--- config.mk ---
export PLATFORM = sky130hd
export DESIGN_NAME = fft_frame_sequencer
export DESIGN_NICKNAME = d
export VERILOG_FILES = /design/src/rtl/fft_pkg.sv /design/src/rtl/fft_bitrev_addr.sv /design/src/rtl/fft_frame_sequencer.sv
export SDC_FILE = /design/constraint.sdc
export NUM_CORES = 1
export LEC_CHECK = 0
export CAP_MARGIN = 10
export CORE_MARGIN = 4
export CORE_UTILIZATION = 42
export DETAILED_ROUTE_END_ITERATION = 16
export GPL_TIMING_DRIVEN = 0
export PLACE_DENSITY = 0.84
export RECOVER_POWER = 50
export SYNTH_ARGS = -nofsm -noshare
export SYNTH_HDL_FRONTEND = slang
export SYNTH_HIERARCHICAL = 1
export SYNTH_SLANG_ARGS = --single-unit
--- constraint.sdc ---
create_clock -name clk -period 3.05 [get_ports clk]
set_input_delay 0.915 -clock clk [delete_from_list [all_inputs] [get_ports clk]]
set_output_delay 0.915 -clock clk [all_outputs]
set_load 0.02 [all_outputs]
--- src/rtl/fft_pkg.sv ---
// ----------------------------------------------------------------------------
// fft_pkg
//   Shared definitions for the FFT frame sequencer:
//     - default transform geometry (N, SIZE, bit_width)
//     - one-hot state encoding of the frame scheduler
//     - bit-reversal helper used to build the memory write address
// ----------------------------------------------------------------------------
package fft_pkg;

    localparam int DEF_N         = 16;
    localparam int DEF_SIZE      = 4;
    localparam int DEF_BIT_WIDTH = 29;

    // Widest index the bit-reversal helper can handle.
    localparam int MAX_SIZE = 16;

    // One-hot encoding: each state owns a single flop bit.
    typedef enum logic [5:0] {
        ST_IDLE   = 6'b000001,
        ST_LOAD   = 6'b000010,
        ST_START  = 6'b000100,
        ST_RUN    = 6'b001000,
        ST_DRAIN  = 6'b010000,
        ST_FINISH = 6'b100000
    } state_t;

    // Reverse the lowest 'width' bits of 'value'; bits at or above 'width'
    // come back as zero.
    function automatic logic [MAX_SIZE-1:0] bitrev(input logic [MAX_SIZE-1:0] value,
                                                   input int                  width);
        logic [MAX_SIZE-1:0] result;
        result = '0;
        for (int i = 0; i < MAX_SIZE; i++) begin
            if (i < width) result[i] = value[width-1-i];
        end
        return result;
    endfunction

endpackage

--- src/rtl/fft_bitrev_addr.sv ---
// ----------------------------------------------------------------------------
// fft_bitrev_addr
//   Maps a natural-order sample index to its bit-reversed location in the
//   FFT working memory. Purely combinational.
// Ports
//   idx   in   SIZE     natural-order sample index
//   addr  out  SIZE+1   memory address {1'b0, bitrev(idx)}
// ----------------------------------------------------------------------------
module fft_bitrev_addr
    import fft_pkg::*;
#(
    parameter int SIZE = DEF_SIZE
) (
    input  logic [SIZE-1:0] idx,
    output logic [SIZE:0]   addr
);

    // The top address bit selects the lower bank, where input frames land.
    assign addr = {1'b0, SIZE'(bitrev(MAX_SIZE'(idx), SIZE))};

endmodule

--- src/rtl/fft_frame_sequencer.sv ---
// ----------------------------------------------------------------------------
// fft_frame_sequencer
//   Frame-level scheduler for the sequential FFT core. It loads N samples in
//   bit-reversed order, pulses the FFT start strobe, watches the butterfly
//   passes with a watchdog, then paces readout from downstream ready.
// Ports
//   clk            in   1          rising-edge clock
//   rst            in   1          asynchronous active-high reset
//   s_valid        in   1          input sample valid
//   s_ready        out  1          sequencer accepts a sample
//   s_re, s_im     in   IN_W       signed input sample
//   mem_wr_en      out  1          working-memory write strobe
//   mem_wr_addr    out  SIZE+1     bit-reversed write address
//   mem_wr_re/im   out  bit_width  sign-extended sample
//   flag_start_FFT out  1          one-cycle start pulse to the FFT controller
//   finish_FFT     in   1          butterfly passes complete
//   en_out_data    out  1          advance readout by one sample
//   m_ready        in   1          downstream can take a sample
//   done_o         in   1          readout complete
//   busy           out  1          high in every state except IDLE
//   frame_cnt      out  16         completed frames, wrapping
//   err_timeout    out  1          sticky watchdog error, cleared by rst only
// ----------------------------------------------------------------------------
module fft_frame_sequencer
    import fft_pkg::*;
#(
    parameter int IN_W      = 16,
    parameter int bit_width = DEF_BIT_WIDTH,
    parameter int N         = DEF_N,
    parameter int SIZE      = DEF_SIZE,
    parameter int TIMEOUT   = 4096
) (
    input  logic                        clk,
    input  logic                        rst,
    input  logic                        s_valid,
    output logic                        s_ready,
    input  logic signed [IN_W-1:0]      s_re,
    input  logic signed [IN_W-1:0]      s_im,
    output logic                        mem_wr_en,
    output logic        [SIZE:0]        mem_wr_addr,
    output logic        [bit_width-1:0] mem_wr_re,
    output logic        [bit_width-1:0] mem_wr_im,
    output logic                        flag_start_FFT,
    input  logic                        finish_FFT,
    output logic                        en_out_data,
    input  logic                        m_ready,
    input  logic                        done_o,
    output logic                        busy,
    output logic        [15:0]          frame_cnt,
    output logic                        err_timeout
);

    localparam int WD_W = $clog2(TIMEOUT);

    state_t            state;
    logic [SIZE-1:0]   idx;
    logic [WD_W-1:0]   wd;
    logic [SIZE:0]     wr_addr;
    logic              hs;

    assign hs = s_valid & s_ready;

    fft_bitrev_addr #(
        .SIZE (SIZE)
    ) u_bitrev (
        .idx  (idx),
        .addr (wr_addr)
    );

    assign busy        = (state != ST_IDLE);
    // Readout pacing follows m_ready in the same cycle, but only while draining.
    assign en_out_data = (state == ST_DRAIN) & m_ready;

    // NOTE: every register below is updated with non-blocking assignments so
    // that all of them sample the pre-edge values of one another.
    always_ff @(posedge clk or posedge rst) begin
        if (rst) begin
            state          <= ST_IDLE;
            idx            <= '0;
            wd             <= '0;
            s_ready        <= 1'b0;
            mem_wr_en      <= 1'b0;
            mem_wr_addr    <= '0;
            mem_wr_re      <= '0;
            mem_wr_im      <= '0;
            flag_start_FFT <= 1'b0;
            frame_cnt      <= '0;
            err_timeout    <= 1'b0;
        end else begin
            // Write port trails the handshake by one cycle.
            mem_wr_en <= hs;
            if (hs) begin
                mem_wr_addr <= wr_addr;
                mem_wr_re   <= bit_width'(s_re);
                mem_wr_im   <= bit_width'(s_im);
            end

            // Registered strobe: high for the single cycle after START.
            flag_start_FFT <= (state == ST_START);

            case (state)
                ST_IDLE: begin
                    s_ready <= 1'b1;
                    if (hs) begin
                        idx   <= SIZE'(1);
                        state <= ST_LOAD;
                    end
                end

                ST_LOAD: begin
                    if (hs) begin
                        if (idx == SIZE'(N - 1)) begin
                            // idx is parked at 0 so the next frame starts clean.
                            idx     <= '0;
                            s_ready <= 1'b0;
                            state   <= ST_START;
                        end else begin
                            idx <= idx + SIZE'(1);
                        end
                    end
                end

                ST_START: begin
                    wd    <= '0;
                    state <= ST_RUN;
                end

                ST_RUN: begin
                    // A finish arriving on the expiry cycle still completes the frame.
                    if (finish_FFT) begin
                        state <= ST_DRAIN;
                    end else if (wd == WD_W'(TIMEOUT - 1)) begin
                        err_timeout <= 1'b1;
                        s_ready     <= 1'b1;
                        state       <= ST_IDLE;
                    end else begin
                        wd <= wd + WD_W'(1);
                    end
                end

                ST_DRAIN: begin
                    if (done_o) state <= ST_FINISH;
                end

                ST_FINISH: begin
                    frame_cnt <= frame_cnt + 16'd1;
                    s_ready   <= 1'b1;
                    state     <= ST_IDLE;
                end

                default: begin
                    s_ready <= 1'b0;
                    state   <= ST_IDLE;
                end
            endcase
        end
    end

endmodule

==> results by group <==
Status
  • Status: finished, final reports clean

Critical path
  • Arr. time, crit path: 1.95 ns
  • CP Max Fanout: 9
  • Critical Path Source Type: flip-flop
  • Critical path type: reg -> out
  • Crit path required time: 2.13 ns
  • Critical Path Sink Type: primary output

CTS
  • Clock Tree Root: clkbuf_8
  • TritonCTS buffer count: 9
  • CTS tree: yes
  • H-tree Lvls: 3
  • Maximum clock insertion buffer count: 2
  • CTS sink count: 79
  • CTS Hold Bufs: 0
  • Clk Latency, worst-skew pair: 0.35 ns
  • Clk slew on worst S/H paths: 0.09 ns

Detailed routing
  • Vias per cell: 5.076
  • Routed WL: 9661 um
  • Vias: 3,340
  • Initial DRT Pass Iterations: 6
  • Post-route ant nets: 0
  • DRT iter0 DRCs: 164
  • Drt drc: 0
  • Mean routed wirelength per cell: 14.68 um

Timing
  • Max_slew headroom: 9.241%
  • Final hold violation count: 0
  • Tcrit/Tclk final: 93.94%
  • RSZ-0062 raised after global routing: no
  • Max Clock Skew: 0.01210 ns
  • F_max: 349.0 MHz
  • Min cycle time layout: 2.865 ns
  • Max Slew Vio Count: 0
  • Worst-margin pin slew: 1.354 ns
  • Final setup viols: 0

Pwr
  • Leak: 2.517 nW
  • Max VDD drop: 0.4443 mV
  • Tot Pwr: 4.859 mW
  • Power density cells: 898.6 nW/um2

Place
  • Inst Count DP: 641
  • Post-DP HPWL: 7191 um
  • RePlAce Congestion: 0.8178
  • Port buffer count: 122

Global route
  • First-pass GRT wire length: 16,150 um
  • Largest net degree at the start of global routing: 50
  • Gr ovfl total: 0
  • Antenna violations before repair: 0
  • Vias in the first global route: 3,336
  • GRT Overall Usage: 18.05%

Logic synthesis
  • Synth Area in XOR/XNOR: 3.860%
  • Mean Syn Cell Area: 9.408 um2
  • Adder-cell share of the synthesized area: 0.9731%
  • Post-synthesis sequential area ratio: 51.28%
  • Yosys cell types: 56
  • Compound-Gate Fraction of Synth Area: 7.266%
  • Syn nets: 451
  • Largest family of logic cells by synthesized area: simple AND/OR/NAND/NOR gates
  • FFs w/ async S/R, synth: 100.0%
  • Mapped Cells: 410
  • Multiplexer area fraction after synthesis: 0.5514%
  • Post-synth top flop: dfrtp_1
  • Simple-gate share of the synthesized area: 27.08%
  • Post-synth EDFFs: 0
  • Synthesized flop and latch total: 79
  • YS warnings: 6
  • Cell area after synthesis: 3857 um2

Cells and area
  • Final #Nets: 586
  • Diode count: 0
  • Final core occ: 61.11%
  • P&R area growth vs syn: 40.19%
  • Final cell count without fillers: 658
  • Layout cells sized above 1: 12.55%

Floorplanning
  • Placeable core area: 8848 um2
  • Die height: 103.8 um
  • Initial Utilization: 43.59%
  • Die area: 10,780 um2
  • Row Count: 34
  • IO Pins: 123
  • Die width: 103.8 um

Flow run
  • Max cap viols: 0

Min path
  • Hold WC Path Type: reg -> reg
[routing by layer]
| metal | share of wire [%] | vias to the layer above | wire, um | track usage (%) |
|---|---|---|---|---|
| met4 | 0.90 | 0 | 87 | 4.463 |
| met2 | 48 | 126 | 4628 | 30.41 |
| met5 | 0 | - | 0 | 0 |
| met1 | 44 | 1587 | 4265 | 22.96 |
| met3 | 7.0 | 11 | 680 | 5.100 |
| li1 | - | 1616 | - | - |
[final cells by class]
cell class	instances	area, um2
Fill cell	762	3441
Inverter	9	35.03
Timing Repair Buffer	124	1231
Clock buffer	10	137.6
Tap cell	108	135.1
Sequential cell	79	1978
Clock inverter	6	67.56
Buffer	46	311.5
Multi-Input combinational cell	276	1511
[registers in the layout, summed over array words and instances (netlist names)]
register	cells
mem_wr_en	1
mem_wr_im	16
wd	12
state	6
err_timeout	1
frame_cnt	16
mem_wr_addr	5
s_ready	1
idx	4
flag_start_FFT	1
mem_wr_re	16
[layout by cell type (no fill, tap or decap), types with 3 or more instances in the layout]
cell             count
clkbuf_2             3
ha_1                 3
buf_4               33
dlygate4sd3_1        3
clkbuf_8            10
nor2b_1              4
nand4_1              4
or4_1                7
o31ai_1              9
xor2_1              10
inv_1                6
and4_1               3
dfrtp_1             78
nor3_1               6
xnor2_1              7
nor3b_1              4
nand2_1            137
o21ai_0              7
clkbuf_1             8
nor4_1               5
a21oi_1             11
and2_1               4
nor2_1               6
clkdlybuf4s50_1    118
nand3_1             12
[cell usage after synthesis, types with 3 or more instances]
library cell,instances,area [um2]
a21oi_1,11,55.05
and2_1,6,37.54
and4_1,3,26.28
buf_1,3,11.26
buf_4,32,240.2
clkbuf_1,8,30.03
dfrtp_1,78,1952
ha_1,3,37.54
inv_1,7,26.28
nand2_1,137,514.2
nand3_1,11,55.05
nand4_1,4,25.02
nor2_1,6,22.52
nor2b_1,4,25.02
nor3_1,6,30.03
nor3b_1,5,37.54
nor4_1,3,18.77
o21ai_0,6,30.03
o31ai_1,9,67.56
or4_1,7,52.55
xnor2_1,7,61.31
xor2_1,10,87.58
[metrics by stage]
| step | hold WS (ns) | setup slack (ns) | TNS (ns) | instance area (um2) |
|---|---|---|---|---|
| floorplan | 0.4706 | 0.1133 | 0 | 3857 |
| global placement | 0.4472 | -1.147 | -89.58 | 5214 |
| detailed placement | 0.4519 | 0.06429 | 0 | 5244 |
| CTS | 0.4714 | 0.02118 | 0 | 5465 |
| global route | 0.5043 | 0.05644 | 0 | 5408 |
| finish | 0.4636 | 0.1850 | 0 | 5408 |
[worst max-delay path, cell delays in order, from the launching register on]
cell and delay, ns:
dfrtp_1 0.36, buf_4 0.16, nor4_4 0.30, nand3b_1 0.19
clkdlybuf4s50_1 0.59
[cells by family (layout without fill, tap and decap cells)]
group,after synthesis,in the layout
buf+inv,55,195
other cells,1,1
xor+xnor,17,17
compound gates,41,41
flops,79,79
mux,2,2
fa+ha+maj,3,3
simple gates,212,212
[where the power goes]
group          internal [mW]  switching [mW]
Combinational           1.24            1.25
Clock                  0.403           0.396
Sequential              1.34           0.229
Total                   2.98            1.88
[final timing paths]
path | from | slack (ns) | end | cells after the start
max | state[3] | 0.18 | busy | 4
min | err_timeout | 0.46 | err_timeout | 1
max reg2reg | state[5] | 0.43 | wd[9] | 4
min reg2reg | err_timeout | 0.46 | err_timeout | 1
max in group asynchronous | rst | 0.39 | mem_wr_re[6] | 3
min in group asynchronous | rst | 1.31 | mem_wr_im[14] | 2
[what timing repair did]
action | in CTS | in global routing
buffers inserted | 1 | 0
gates resized for setup | 3 | 6
hold endpoints to repair | 0 | 0
pin swaps | 1 | 0
cloned | 0 | 0
setup endpoints to repair | 2 | 2
(Power assumes the default switching activity.)
